==> src/rtl/rep_string_sequencer_pkg.sv <==
// Shared encodings for the string-instruction iteration controller.
package rep_string_sequencer_pkg;

  // Bit positions inside the one-hot opc field.
  localparam int CMD_MOVS = 0;
  localparam int CMD_CMPS = 1;
  localparam int CMD_SCAS = 2;
  localparam int CMD_STOS = 3;
  localparam int CMD_LODS = 4;

  localparam logic [5:0] STRING_CMD_MASK = 6'b011111;

  localparam logic [1:0] REP_NONE = 2'b00;
  localparam logic [1:0] REP_E    = 2'b01;
  localparam logic [1:0] REP_NE   = 2'b10;

  localparam logic [1:0] WIDTH_BYTE  = 2'b00;
  localparam logic [1:0] WIDTH_WORD  = 2'b01;
  localparam logic [1:0] WIDTH_DWORD = 2'b10;

  typedef enum logic [2:0] {
    IDLE,
    ISSUE,
    WAIT,
    UPDATE,
    FIN
  } state_t;

  // A string command has exactly one bit set, and that bit is one of the
  // five string command positions.
  function automatic logic is_string_cmd(input logic [5:0] opc);
    return (opc != 6'd0) && ((opc & (opc - 6'd1)) == 6'd0) &&
           ((opc & ~STRING_CMD_MASK) == 6'd0);
  endfunction

  // Pointer step in bytes for an element width; the unused code steps as dword.
  function automatic logic [31:0] step_bytes(input logic [1:0] width_sel);
    case (width_sel)
      WIDTH_BYTE: return 32'd1;
      WIDTH_WORD: return 32'd2;
      default:    return 32'd4;
    endcase
  endfunction

endpackage

==> src/rtl/rep_string_sequencer_step_calc.sv <==
// string_step_calc: next ESI/EDI/ECX for one completed string iteration.
module string_step_calc
  import rep_string_sequencer_pkg::*;
(
  input  logic [5:0]  opc,
  input  logic [1:0]  width_sel,
  input  logic        df,
  input  logic [31:0] esi,
  input  logic [31:0] edi,
  input  logic [31:0] ecx,
  input  logic [1:0]  rep_kind,
  output logic [31:0] esi_next,
  output logic [31:0] edi_next,
  output logic [31:0] ecx_next,
  output logic        ecx_zero
);

  logic [31:0] step;
  logic [31:0] delta;
  logic        uses_esi;
  logic        uses_edi;

  // Pointer and count stepping; pointers wrap mod 2^32 by plain 32-bit math.
  always_comb begin
    step     = step_bytes(width_sel);
    delta    = df ? (~step + 32'd1) : step;
    uses_esi = opc[CMD_MOVS] | opc[CMD_CMPS] | opc[CMD_LODS];
    uses_edi = opc[CMD_MOVS] | opc[CMD_CMPS] | opc[CMD_STOS] | opc[CMD_SCAS];
    esi_next = uses_esi ? (esi + delta) : esi;
    edi_next = uses_edi ? (edi + delta) : edi;
    ecx_next = (rep_kind != REP_NONE) ? (ecx - 32'd1) : ecx;
    ecx_zero = (ecx_next == 32'd0);
  end

endmodule

==> src/rtl/rep_string_sequencer.sv <==
// Iteration controller for MOVS/CMPS/SCAS/STOS/LODS with optional REP prefixes.
//
//   state  | meaning
//   IDLE   | waiting for start; result registers held
//   ISSUE  | offering ESI/EDI of the current iteration to operand decode
//   WAIT   | iteration accepted, waiting for execute to finish
//   UPDATE | step ESI/EDI/ECX, evaluate termination
//   FIN    | one-cycle done pulse
module rep_string_sequencer
  import rep_string_sequencer_pkg::*;
#(
  parameter int MAX_ITERS = 4096,
  parameter int CNT_W     = 13
) (
  input  logic        clk,
  input  logic        rst_n,
  input  logic        start,
  input  logic [5:0]  opc,
  input  logic [1:0]  rep_kind,
  input  logic [1:0]  width_sel,
  input  logic        df,
  input  logic [31:0] ecx_in,
  input  logic [31:0] esi_in,
  input  logic [31:0] edi_in,
  output logic        iter_valid,
  input  logic        iter_ready,
  output logic [31:0] iter_esi,
  output logic [31:0] iter_edi,
  input  logic        exec_done,
  input  logic        exec_zf,
  output logic [31:0] ecx_out,
  output logic [31:0] esi_out,
  output logic [31:0] edi_out,
  output logic        busy,
  output logic        done,
  output logic        err_overrun
);

  state_t state, next_state;

  logic [5:0]       opc_r;
  logic [1:0]       rep_r;
  logic [1:0]       width_r;
  logic             df_r;
  logic             zf_r;
  logic [31:0]      esi_r;
  logic [31:0]      edi_r;
  logic [31:0]      ecx_r;
  logic [CNT_W-1:0] cnt_r;
  logic [CNT_W-1:0] cnt_inc;

  logic [31:0] esi_nx;
  logic [31:0] edi_nx;
  logic [31:0] ecx_nx;
  logic        ecx_zero;

  logic [1:0] rep_in_norm;
  logic       accept;
  logic       zf_cmd;
  logic       cnt_hit;
  logic       last_iter;

  // The reserved prefix code behaves as no prefix.
  assign rep_in_norm = ((rep_kind == REP_E) || (rep_kind == REP_NE)) ? rep_kind : REP_NONE;
  assign accept      = (state == IDLE) && start;
  assign zf_cmd      = opc_r[CMD_CMPS] | opc_r[CMD_SCAS];
  assign cnt_inc     = cnt_r + CNT_W'(1);
  assign cnt_hit     = (cnt_inc == CNT_W'(MAX_ITERS));
  assign last_iter   = (rep_r == REP_NONE) || ecx_zero ||
                       (zf_cmd && (rep_r == REP_E)  && !zf_r) ||
                       (zf_cmd && (rep_r == REP_NE) &&  zf_r) ||
                       cnt_hit;

  assign iter_valid = (state == ISSUE);
  assign busy       = (state != IDLE);
  assign done       = (state == FIN);
  assign iter_esi   = esi_r;
  assign iter_edi   = edi_r;

  string_step_calc u_step (
    .opc       (opc_r),
    .width_sel (width_r),
    .df        (df_r),
    .esi       (esi_r),
    .edi       (edi_r),
    .ecx       (ecx_r),
    .rep_kind  (rep_r),
    .esi_next  (esi_nx),
    .edi_next  (edi_nx),
    .ecx_next  (ecx_nx),
    .ecx_zero  (ecx_zero)
  );

  // State register.
  always_ff @(posedge clk or negedge rst_n) begin
    if (!rst_n) state <= IDLE;
    else        state <= next_state;
  end

  // Next-state decode.
  always_comb begin
    next_state = state;
    case (state)
      IDLE: begin
        if (start) begin
          if (!is_string_cmd(opc))                           next_state = FIN;
          else if ((rep_in_norm != REP_NONE) && (ecx_in == 32'd0)) next_state = FIN;
          else                                               next_state = ISSUE;
        end
      end
      ISSUE:   if (iter_ready) next_state = WAIT;
      WAIT:    if (exec_done)  next_state = UPDATE;
      UPDATE:  next_state = last_iter ? FIN : ISSUE;
      FIN:     next_state = IDLE;
      default: next_state = IDLE;
    endcase
  end

  // Context latch at start, ZF capture, and per-iteration register stepping.
  always_ff @(posedge clk or negedge rst_n) begin
    if (!rst_n) begin
      opc_r       <= '0;
      rep_r       <= REP_NONE;
      width_r     <= '0;
      df_r        <= 1'b0;
      zf_r        <= 1'b0;
      esi_r       <= '0;
      edi_r       <= '0;
      ecx_r       <= '0;
      cnt_r       <= '0;
      esi_out     <= '0;
      edi_out     <= '0;
      ecx_out     <= '0;
      err_overrun <= 1'b0;
    end else begin
      if (accept) begin
        opc_r       <= opc;
        rep_r       <= rep_in_norm;
        width_r     <= width_sel;
        df_r        <= df;
        esi_r       <= esi_in;
        edi_r       <= edi_in;
        ecx_r       <= ecx_in;
        cnt_r       <= '0;
        err_overrun <= 1'b0;
      end
      if ((state == WAIT) && exec_done) zf_r <= exec_zf;
      if (state == UPDATE) begin
        esi_r   <= esi_nx;
        edi_r   <= edi_nx;
        ecx_r   <= ecx_nx;
        esi_out <= esi_nx;
        edi_out <= edi_nx;
        ecx_out <= ecx_nx;
        cnt_r   <= cnt_inc;
        if (cnt_hit) err_overrun <= 1'b1;
      end
    end
  end

endmodule

==> config.mk <==
export PLATFORM = sky130hd
export DESIGN_NAME = rep_string_sequencer
export DESIGN_NICKNAME = d
export VERILOG_FILES = /design/src/rtl/rep_string_sequencer_pkg.sv /design/src/rtl/rep_string_sequencer_step_calc.sv /design/src/rtl/rep_string_sequencer.sv
export SDC_FILE = /design/constraint.sdc
export NUM_CORES = 1
export LEC_CHECK = 0
export CELL_PAD_IN_SITES_DETAIL_PLACEMENT = 1
export CELL_PAD_IN_SITES_GLOBAL_PLACEMENT = 2
export CORE_MARGIN = 2
export CORE_UTILIZATION = 31
export CTS_BUF_LIST = sky130_fd_sc_hd__clkbuf_16
export CTS_CLUSTER_SIZE = 8
export DETAILED_ROUTE_END_ITERATION = 6
export GPL_TIMING_DRIVEN = 1
export PLACE_DENSITY_LB_ADDON = 0.15
export RECOVER_POWER = 100
export REMOVE_ABC_BUFFERS = 1
export SLEW_MARGIN = 20
export SYNTH_ARGS = -nofsm -noshare
export SYNTH_HDL_FRONTEND = slang
export SYNTH_HIERARCHICAL = 1
export SYNTH_SLANG_ARGS = --single-unit
==> constraint.sdc <==
create_clock -name clk -period 5.6 [get_ports clk]
set_input_delay 0.84 -clock clk [delete_from_list [all_inputs] [get_ports clk]]
set_output_delay 0.84 -clock clk [all_outputs]
set_load 0.02 [all_outputs]
Yosys cells after proc, flatten, opt, wreduce, memory -nomap -nowiden
Cells that the tools add are included.
{"block": "totals", "regBits": 220, "word_cells": 92}
{"block": "classes", "n_addsub": 6, "n_eq_ne": 13, "n_mux": 24, "bitwise": 7, "reduce_logical": 28}
{"op": "32-bit 2-to-1 mux", "count": 10}
{"op": "32-bit adder", "count": 2}
{"op": "32-bit zero test", "count": 2}
{"op": "32-bit by 1-bit adder with 32-bit output, second input constant", "count": 1}
{"op": "3-bit inverter with 32-bit output", "count": 1}
{"op": "32-bit by 1-bit subtractor with 32-bit output, second input constant", "count": 1}
{"op": "13-bit 2-to-1 mux", "count": 2}
{"op": "3-bit 2-to-1 mux", "count": 6}
{"op": "13-bit by 1-bit adder with 13-bit output, second input constant", "count": 1}
{"op": "13-bit == test, second input constant", "count": 1}
{"op": "6-bit zero test", "count": 2}
{"op": "3-bit case mux with 4 select lines", "count": 1}
{"op": "1-bit logical AND", "count": 9}
{"op": "6-bit bitwise AND", "count": 1}
{"op": "2-bit by 1-bit == test with 1-bit output, second input constant", "count": 3}
{"op": "3-bit by 2-bit == test with 1-bit output, second input constant", "count": 2}
{"op": "3-bit case mux with 2 select lines", "count": 1}
{"op": "2-bit nonzero test", "count": 3}
{"op": "6-bit nonzero test", "count": 1}
{"op": "6-bit by 1-bit subtractor with 6-bit output, second input constant", "count": 1}
{"op": "1-bit logical OR", "count": 5}
{"op": "1-bit OR", "count": 5}
{"op": "2-bit == test, second input constant", "count": 2}
{"op": "2-bit zero test", "count": 2}
{"op": "10 further kinds", "count": 13}

Logic depth before layout (Yosys ltp)
Gate-level depths: netlist of run 1.
{"block": "depth", "ltp_word": 9, "ltp_mapped": 18}

By module
Netlist of run 1, hierarchy kept.
{"mod": "rep_string_sequencer", "instances": 1, "cells_per_inst": 891, "area_each_um2": 9222.6}
{"mod": "string_step_calc", "instances": 1, "cells_per_inst": 654, "area_each_um2": 4349.2}

Worst setup path before layout of run 1
Ideal clock, no wire load.
{"block": "synth_timing", "kind": "reg2reg", "startpoint": "reg df_r", "endpoint": "reg esi_r[31] (netlist: iter_esi[31])", "t_arrival_ns": 4.212, "required_ns": 5.473, "path_slack_ns": 1.261, "stages_incl_launch_ff": 16, "path_cell_list": "dfrtp_1 -> clkbuf_1 -> o21ai_0 -> ha_1 -> a211oi_2 -> o21ai_2 -> o2111a_2 -> o211ai_2 -> o221ai_2 -> a32oi_2 -> o2111ai_2 -> a211o_1 -> nand3_1 -> nand3_1 -> nand2_1 -> o21ai_0"}
{"block": "synth_between", "elab_chain_len": 4}
{"item": "start: declaration", "line": "rep_string_sequencer.sv:44", "text": "logic df_r;"}
{"item": "start signal: assignment", "line": "rep_string_sequencer.sv:125", "text": "df_r <= 1'b0;"}
{"item": "start signal: assignment", "line": "rep_string_sequencer.sv:140", "text": "df_r <= df;"}
{"item": "32-bit 2-to-1 mux", "line": "rep_string_sequencer_step_calc.sv:26", "text": "delta = df ? (~step + 32'd1) : step;"}
{"item": "32-bit adder", "line": "rep_string_sequencer_step_calc.sv:29", "text": "esi_next = uses_esi ? (esi + delta) : esi;"}
{"item": "32-bit 2-to-1 mux", "line": "rep_string_sequencer_step_calc.sv:29"}
{"item": "net esi_nx[31]", "line": "rep_string_sequencer.sv:52", "text": "logic [31:0] esi_nx;"}
{"item": "32-bit 2-to-1 mux", "line": "rep_string_sequencer.sv:148", "text": "if (state == UPDATE) begin"}
{"item": "end signal: assignment", "line": "rep_string_sequencer.sv:141", "text": "esi_r <= esi_in;"}
{"item": "end signal: assignment", "line": "rep_string_sequencer.sv:149", "text": "esi_r <= esi_nx;"}
{"item": "end: declaration", "line": "rep_string_sequencer.sv:46", "text": "logic [31:0] esi_r;"}
The timed path passes the listed nets, and every way through them passes these cells.
A chain may end at the register's enable or synchronous reset.

Worst setup path after layout of run 1
{"block": "layout_timing", "startpoint": "reg df_r", "endpoint": "reg esi_r[29] (netlist: iter_esi[29])"}
Same word-level chain as after synthesis.

==> flow_summary_export.csv, run 1 <==
group,metric,value,unit
timing,clock.fmax,215,MHz
worst_hold_path,hp-class,"in -> async",
timing,report.final.setup_viol,0,
clock_network,worstSkewPairLatency,540,ps
cells_and_area,flow.area_growth_from_synthesis,30.4,%
power,power_density,696,nW/um^2
run_status,failed_checks,"max-capacitance violations, max-slew violations",
timing,final_critical_path_required_period,4660,ps
floorplan,floorplan.die.height,213,um
grt,grt_pass1_vias,12787,
critical_path,worst_path_required_time,5970,ps
logic_synthesis,synth_area_per_cell,8.77,um^2
critical_path,cp-end-kind,"flop",
critical_path,path_class,"reg -> reg",
clock_network,cts_tree,"built",
clock_network,count_of_hold_buffers_inserted_by_post_cts_repair,0,
critical_path,worst-path-max-fanout,34,
power,p_sw,5.68,mW
floorplan,total_die_area,45300,um^2
power,p_comb_frac,0.606,
grt,largest_net_degree_at_the_start_of_global_routing,131,
placed_design,placed_cell_area,16800,um^2
floorplan,fp-row-count,76,
clock_network,clkTransAtPathRegs,50,ps
logic_synthesis,synthCells,1543,
timing,postLayoutSetupSlackWorst,944,ps
power,switching_share,0.463,
drt,vias,11987,
clock_network,cts-buffers-inserted,34,
drt,post_drt_via_cell_ratio,5.02,
logic_synthesis,yosys_warnings,6,
cells_and_area,post_route_cells_drive_above_1_share,0.0488,
grt,track_usage,0.195,
critical_path,cp.arrival,5030,ps
power,vdd.ir_drop.worst,313,uV
logic_synthesis,synthesis.area,13500,um^2
drt,wire_per_inst,18.3,um
clock_network,post_cts.repair.setup_buffers,0,
placed_design,dp_slack,1340,ps
grt,grt_pass1_wl,70500,um
timing,max_slew.worst_pin.slew,3360,ps
power,cell_internal_pwr,6.60,mW
timing,worst_hold_margin,274,ps
drt,drt-pass1-iter-count,4,
timing,final_min_period_over_clock_period,0.831,
power,power.share.clock,0.149,
drt,antenna_viol_nets_final,0,
floorplan,floorplan.die.width,213,um
clock_network,cts.repair.resized,0,
critical_path,timing.critical_path.from_type,"flop",
floorplan,fp.coreArea,43100,um^2
clock_network,h_tree_levels,2,
timing,final_slew_viol_count,330,
drt,drc,0,
cells_and_area,nets_finish,1977,
clock_network,clock_tree.buffer_depth,3,
floorplan,initial_core_util,0.314,
cells_and_area,final_area,17600,um^2
clock_network,cts.sinks,220,
job,max_cap_violations,5,
grt,grt_antenna_before_repair,1,
placed_design,dp_hpwl,32000,um
timing,max-slew-margin-rel,-1.24,
drt,initial_drc_count,363,
grt,gr-total-overflow,0,
timing,rsz0062_at_grt,"no",
timing,fin_skew,9.12,ps
run_status,run_status,"finished, violations left",
power,share_seq_of_total_power,0.244,
placed_design,routabilityCongestion,0.801,
power,leakagePower,8.37,nW
timing,timing.final.hold_violations,0,
placed_design,buffer_ports.inserted,276,
clock_network,clk_root_buf,"sky130_fd_sc_hd__clkbuf_16",
drt,finalWirelength,43700,um
floorplan,ios,277,
[power groups by stage]
stage / clock [mW] / sequential (mW) / combinational [mW]
6_report: 1.83 / 3.00 / 7.44
3_5_place_dp: 0 / 3.07 / 7.73
4_1_cts: 1.90 / 3.06 / 7.78
5_1_grt: 1.96 / 3.13 / 8.37
3_3_place_gp: 0 / 3.05 / 7.61
2_1_floorplan: 0 / 3.47 / 4.81
[registers in the layout, indices dropped and copies added (netlist names)]
signal and cells:
ecx_out 32, ecx_r 32, edi_out 32, esi_out 32, iter_edi 32, iter_esi 32, cnt_r 13, opc_r 5
state 3, rep_r 2, width_r 2, df_r 1, err_overrun 1, zf_r 1
[metal layers]
layer  routed length, um  vias up  track usage
met5                   0        -            0
met4                 991        0       0.0555
met3                1960       59       0.0419
met2               21300      186        0.336
met1               19400     5845        0.247
li1                    -     5897            -
[cell usage in the layout (no fill, tap or decap), drive strengths merged, types with 23 or more instances in the layout]
cell           instances
nand2                396
xnor2                 42
dfrtp                220
nor2                  55
mux2i                 96
a21oi                 67
o21ai                204
inv                   33
xor2                  49
ha                    68
dlygate4sd3          166
clkdlybuf4s50        109
a21o                  23
clkbuf                40
[critical path, stage by stage, from the launching register on]
cell and delay, ps:
sky130_fd_sc_hd__dfrtp_2 840, sky130_fd_sc_hd__clkbuf_2 770, sky130_fd_sc_hd__ha_1 430, sky130_fd_sc_hd__a21o_1 210, sky130_fd_sc_hd__a2111oi_1 430, sky130_fd_sc_hd__nor3_2 110
sky130_fd_sc_hd__o211ai_2 120, sky130_fd_sc_hd__o221ai_2 160, sky130_fd_sc_hd__a32oi_1 490, sky130_fd_sc_hd__o21ai_0 190, sky130_fd_sc_hd__o21ai_0 220, sky130_fd_sc_hd__xor2_1 150
sky130_fd_sc_hd__o21ai_0 80, sky130_fd_sc_hd__nand2_1 160, sky130_fd_sc_hd__o21ai_0 110
[layout make-up]
type,count,area (um^2)
Antenna cell,1,2.50
Clock buffer,34,851
Clock inverter,11,65.1
Fill cell,5032,25400
Inverter,26,97.6
Multi-Input combinational cell,1227,7560
Sequential cell,220,5510
Tap cell,585,732
Timing Repair Buffer,285,2830
[stage by stage]
step / TNS (ps) / total power, mW / utilization / std cells
2_1_floorplan: -217970 / 8.28 / - / 1473
3_3_place_gp: 0 / 10.7 / 0.390 / 2343
3_5_place_dp: 0 / 10.8 / 0.390 / 2343
4_1_cts: 0 / 12.7 / 0.412 / 2388
5_1_grt: 0 / 13.5 / 0.410 / 2389
6_report: 0 / 12.3 / 0.410 / 2389
[final timing paths]
kind	start	end	slack, ps	cells after the start
max	df_r	iter_esi[29]	940	14
min	rst_n	esi_out[8]	270	1
max reg2reg	df_r	iter_esi[29]	940	14
min reg2reg	esi_out[20]	esi_out[20]	460	2
max in group asynchronous	rst_n	df_r	1440	2
min in group clk	esi_out[20]	esi_out[20]	460	2
No activity file was read; power rests on OpenSTA's default activity.
==> run 2: changes to the inputs <==
- CORE_UTILIZATION: 31 -> 28
- clock period: 5.6 -> 3.9 ns (I/O delays scaled with it)
==> flow_summary_export.csv, run 2 (synthesis results as in run 1) <==
group,metric,value,unit
power,p_comb_frac,0.624,
critical_path,cp.arrival,4130,ps
grt,grt_pass1_vias,13068,
timing,report.final.setup_viol,0,
timing,clock.fmax,276,MHz
timing,fin_skew,29.4,ps
cells_and_area,post_route_cells_drive_above_1_share,0.0650,
floorplan,floorplan.die.width,224,um
placed_design,placed_cell_area,17000,um^2
floorplan,initial_core_util,0.283,
timing,max_slew.worst_pin.slew,2820,ps
drt,post_drt_via_cell_ratio,4.96,
drt,initial_drc_count,385,
grt,gr-total-overflow,0,
power,share_seq_of_total_power,0.240,
power,power_density,995,nW/um^2
run_status,failed_checks,"max-capacitance violations, max-slew violations",
critical_path,setup.reg_to_reg.worst_slack,280,ps
timing,final_min_period_over_clock_period,0.928,
cells_and_area,final_area,17900,um^2
timing,max-slew-margin-rel,-0.879,
power,power.share.clock,0.136,
run_status,run_status,"finished, violations left",
critical_path,r2r-end,"iter_edi[31]",
timing,final_slew_viol_count,137,
drt,highest_signal_layer,"met4",
clock_network,clock_tree.buffer_depth,3,
floorplan,fp.coreArea,47700,um^2
cells_and_area,multi_input_area,7680,um^2
critical_path,slowest_delay,400,ps
power,design_power_total,17.8,mW
placed_design,buffer_ports.inserted,276,
drt,finalWirelength,44000,um
timing,final_critical_path_required_period,3620,ps
grt,grt_antenna_before_repair,0,
power,leakagePower,8.44,nW
clock_network,clk_root_buf,"sky130_fd_sc_hd__clkbuf_16",
drt,drc,0,
grt,largest_net_degree_at_the_start_of_global_routing,120,
floorplan,floorplan.die.height,224,um
clock_network,worstSkewPairLatency,590,ps
cells_and_area,mostFrequentLayoutCell,"sky130_fd_sc_hd__nand2_1",
drt,route.met2.wl,21600,um
clock_network,cts-buffers-inserted,31,
floorplan,total_die_area,50100,um^2
clock_network,clkTransAtPathRegs,50,ps
worst_hold_path,holdPathEnd,"ecx_out[2]",
power,vdd.ir_drop.worst,439,uV
critical_path,path_class,"reg -> reg",
critical_path,worst_path_required_time,4410,ps
drt,wl_met1,19800,um
floorplan,fp-row-count,80,
drt,vias,12048,
grt,grt_pass1_wl,72300,um
cells_and_area,antenna_cells,0,
clock_network,cts_tree,"built",
drt,wire_per_inst,18.1,um
drt,met3_length,1950,um
timing,timing.final.hold_violations,0,
clock_network,h_tree_levels,1,
drt,drt-pass1-iter-count,4,
cells_and_area,layout.filler_cells,5542,
cells_and_area,flow.area_growth_from_synthesis,32.0,%
floorplan,ios,277,
worst_hold_path,hold_path_startpoint,"ecx_out[2]",
placed_design,dp_slack,-0.905,ps
cells_and_area,nets_finish,1996,
placed_design,routabilityCongestion,0.776,
power,switching_share,0.464,
job,max_cap_violations,2,
timing,rsz0062_at_grt,"no",
cells_and_area,layout_common_cells,"sky130_fd_sc_hd__nand2_1 (396), sky130_fd_sc_hd__dfrtp_1 (219), sky130_fd_sc_hd__o21ai_0 (186), sky130_fd_sc_hd__dlygate4sd3_1 (165), sky130_fd_sc_hd__clkdlybuf4s50_1 (111)",
critical_path,cp-end-kind,"flop",
critical_path,rr_worst_depth,16,
critical_path,regToRegStartpoint,"width_r[1]",
drt,antenna_viol_nets_final,0,
critical_path,timing.critical_path.cells,"nand2b_1, ha_1, or2_2, ha_4, o211ai_1, o211ai_1, a41o_2, a21boi_2, or3_4, o31ai_4, a31oi_2, xor2_1, nor2_1, xor2_1, nand2_1, o21ai_0",
cells_and_area,fin_util,0.374,
worst_hold_path,hp-class,"reg -> reg",
worst_hold_path,worstHoldPathCells,2,
clock_network,cts.sinks,220,
cells_and_area,area_of_all_sequential_standard_cells,5510,um^2
critical_path,worst_path_max_delay_cell,"sky130_fd_sc_hd__or3_4",
placed_design,dp_hpwl,32600,um
critical_path,worst-path-max-fanout,4,
critical_path,timing.critical_path.from_type,"flop",
grt,track_usage,0.177,
power,cell_internal_pwr,9.53,mW
timing,postLayoutSetupSlackWorst,282,ps
power,p_sw,8.25,mW
==> run 2: changes by cell type in the layout (fill, tap and decap cells not counted), sizes merged <==
cell / previous run / this run
buf: 4 / 23
clkinv: 4 / 1
inv: 33 / 30
clkdlybuf4s50: 109 / 111
clkbuf: 40 / 39
diode: 1 / 0
dlygate4sd3: 166 / 165
==> run 2: worst max path at each step <==
stage / start / end / slack, ps
finish: width_r[1] / iter_edi[31] / 280
global route: width_r[1] / iter_edi[31] / 3
CTS: width_r[1] / iter_edi[23] / 40
detailed placement: width_r[1] / iter_esi[30] / -0.9
global placement: width_r[0] / iter_esi[30] / 60
floorplan: state[1] / cnt_r[3] / -3550
==> run 2: area by class of cell <==
cell class / instances / area share
clock buffer: 31 / 0.0434
clock inverter: 5 / 0.00196
inverter: 26 / 0.00546
multi-input combinational: 1227 / 0.430
sequential: 220 / 0.308
tap: 615 / 0.0431
timing repair buffer: 307 / 0.168
==> run 2: power groups by stage <==
stage	Combinational [mW]	Sequential [mW]	Clock, mW
floorplan	6.91	4.98	0
global placement	11.2	4.34	0
detailed placement	11.3	4.36	0
CTS	11.4	4.34	2.52
global route	12.5	4.47	2.58
finish	11.1	4.27	2.42
==> run 2: timing repair <==
item                                    in CTS  in global routing
hold buffers                                 1                  0
buffers inserted                             0                  2
endpoints found under the setup margin       1                 35
hold endpoints to repair                    66                  0
pin swaps                                    0                  7
resized for setup                            1                 11
==> run 2: routing by layer <==
| layer | global-route usage | up-vias |
|---|---|---|
| met3 | 0.0350 | 38 |
| met2 | 0.310 | 170 |
| li1 | - | 5928 |
| met5 | 0 | - |
| met4 | 0.0327 | 0 |
| met1 | 0.226 | 5912 |
==> run 2: worst max-delay path, delay by kind of cell, from the launching register on <==
family	cells	cell delay [ps]
adders and majority gates	2	510
xor gates and xnor gates	2	300
AOI/OAI and AO/OA	7	1210
DFF	1	390
and+or+nand+nor	5	1130
==> run 2: metrics by stage <==
stage,std cells,TNS [ps],hold slack [ps]
floorplan,1473,-567690,289
global placement,2392,0,460
detailed placement,2392,-0.905,462
CTS,2429,0,475
global route,2431,0,488
finish,2431,0,468
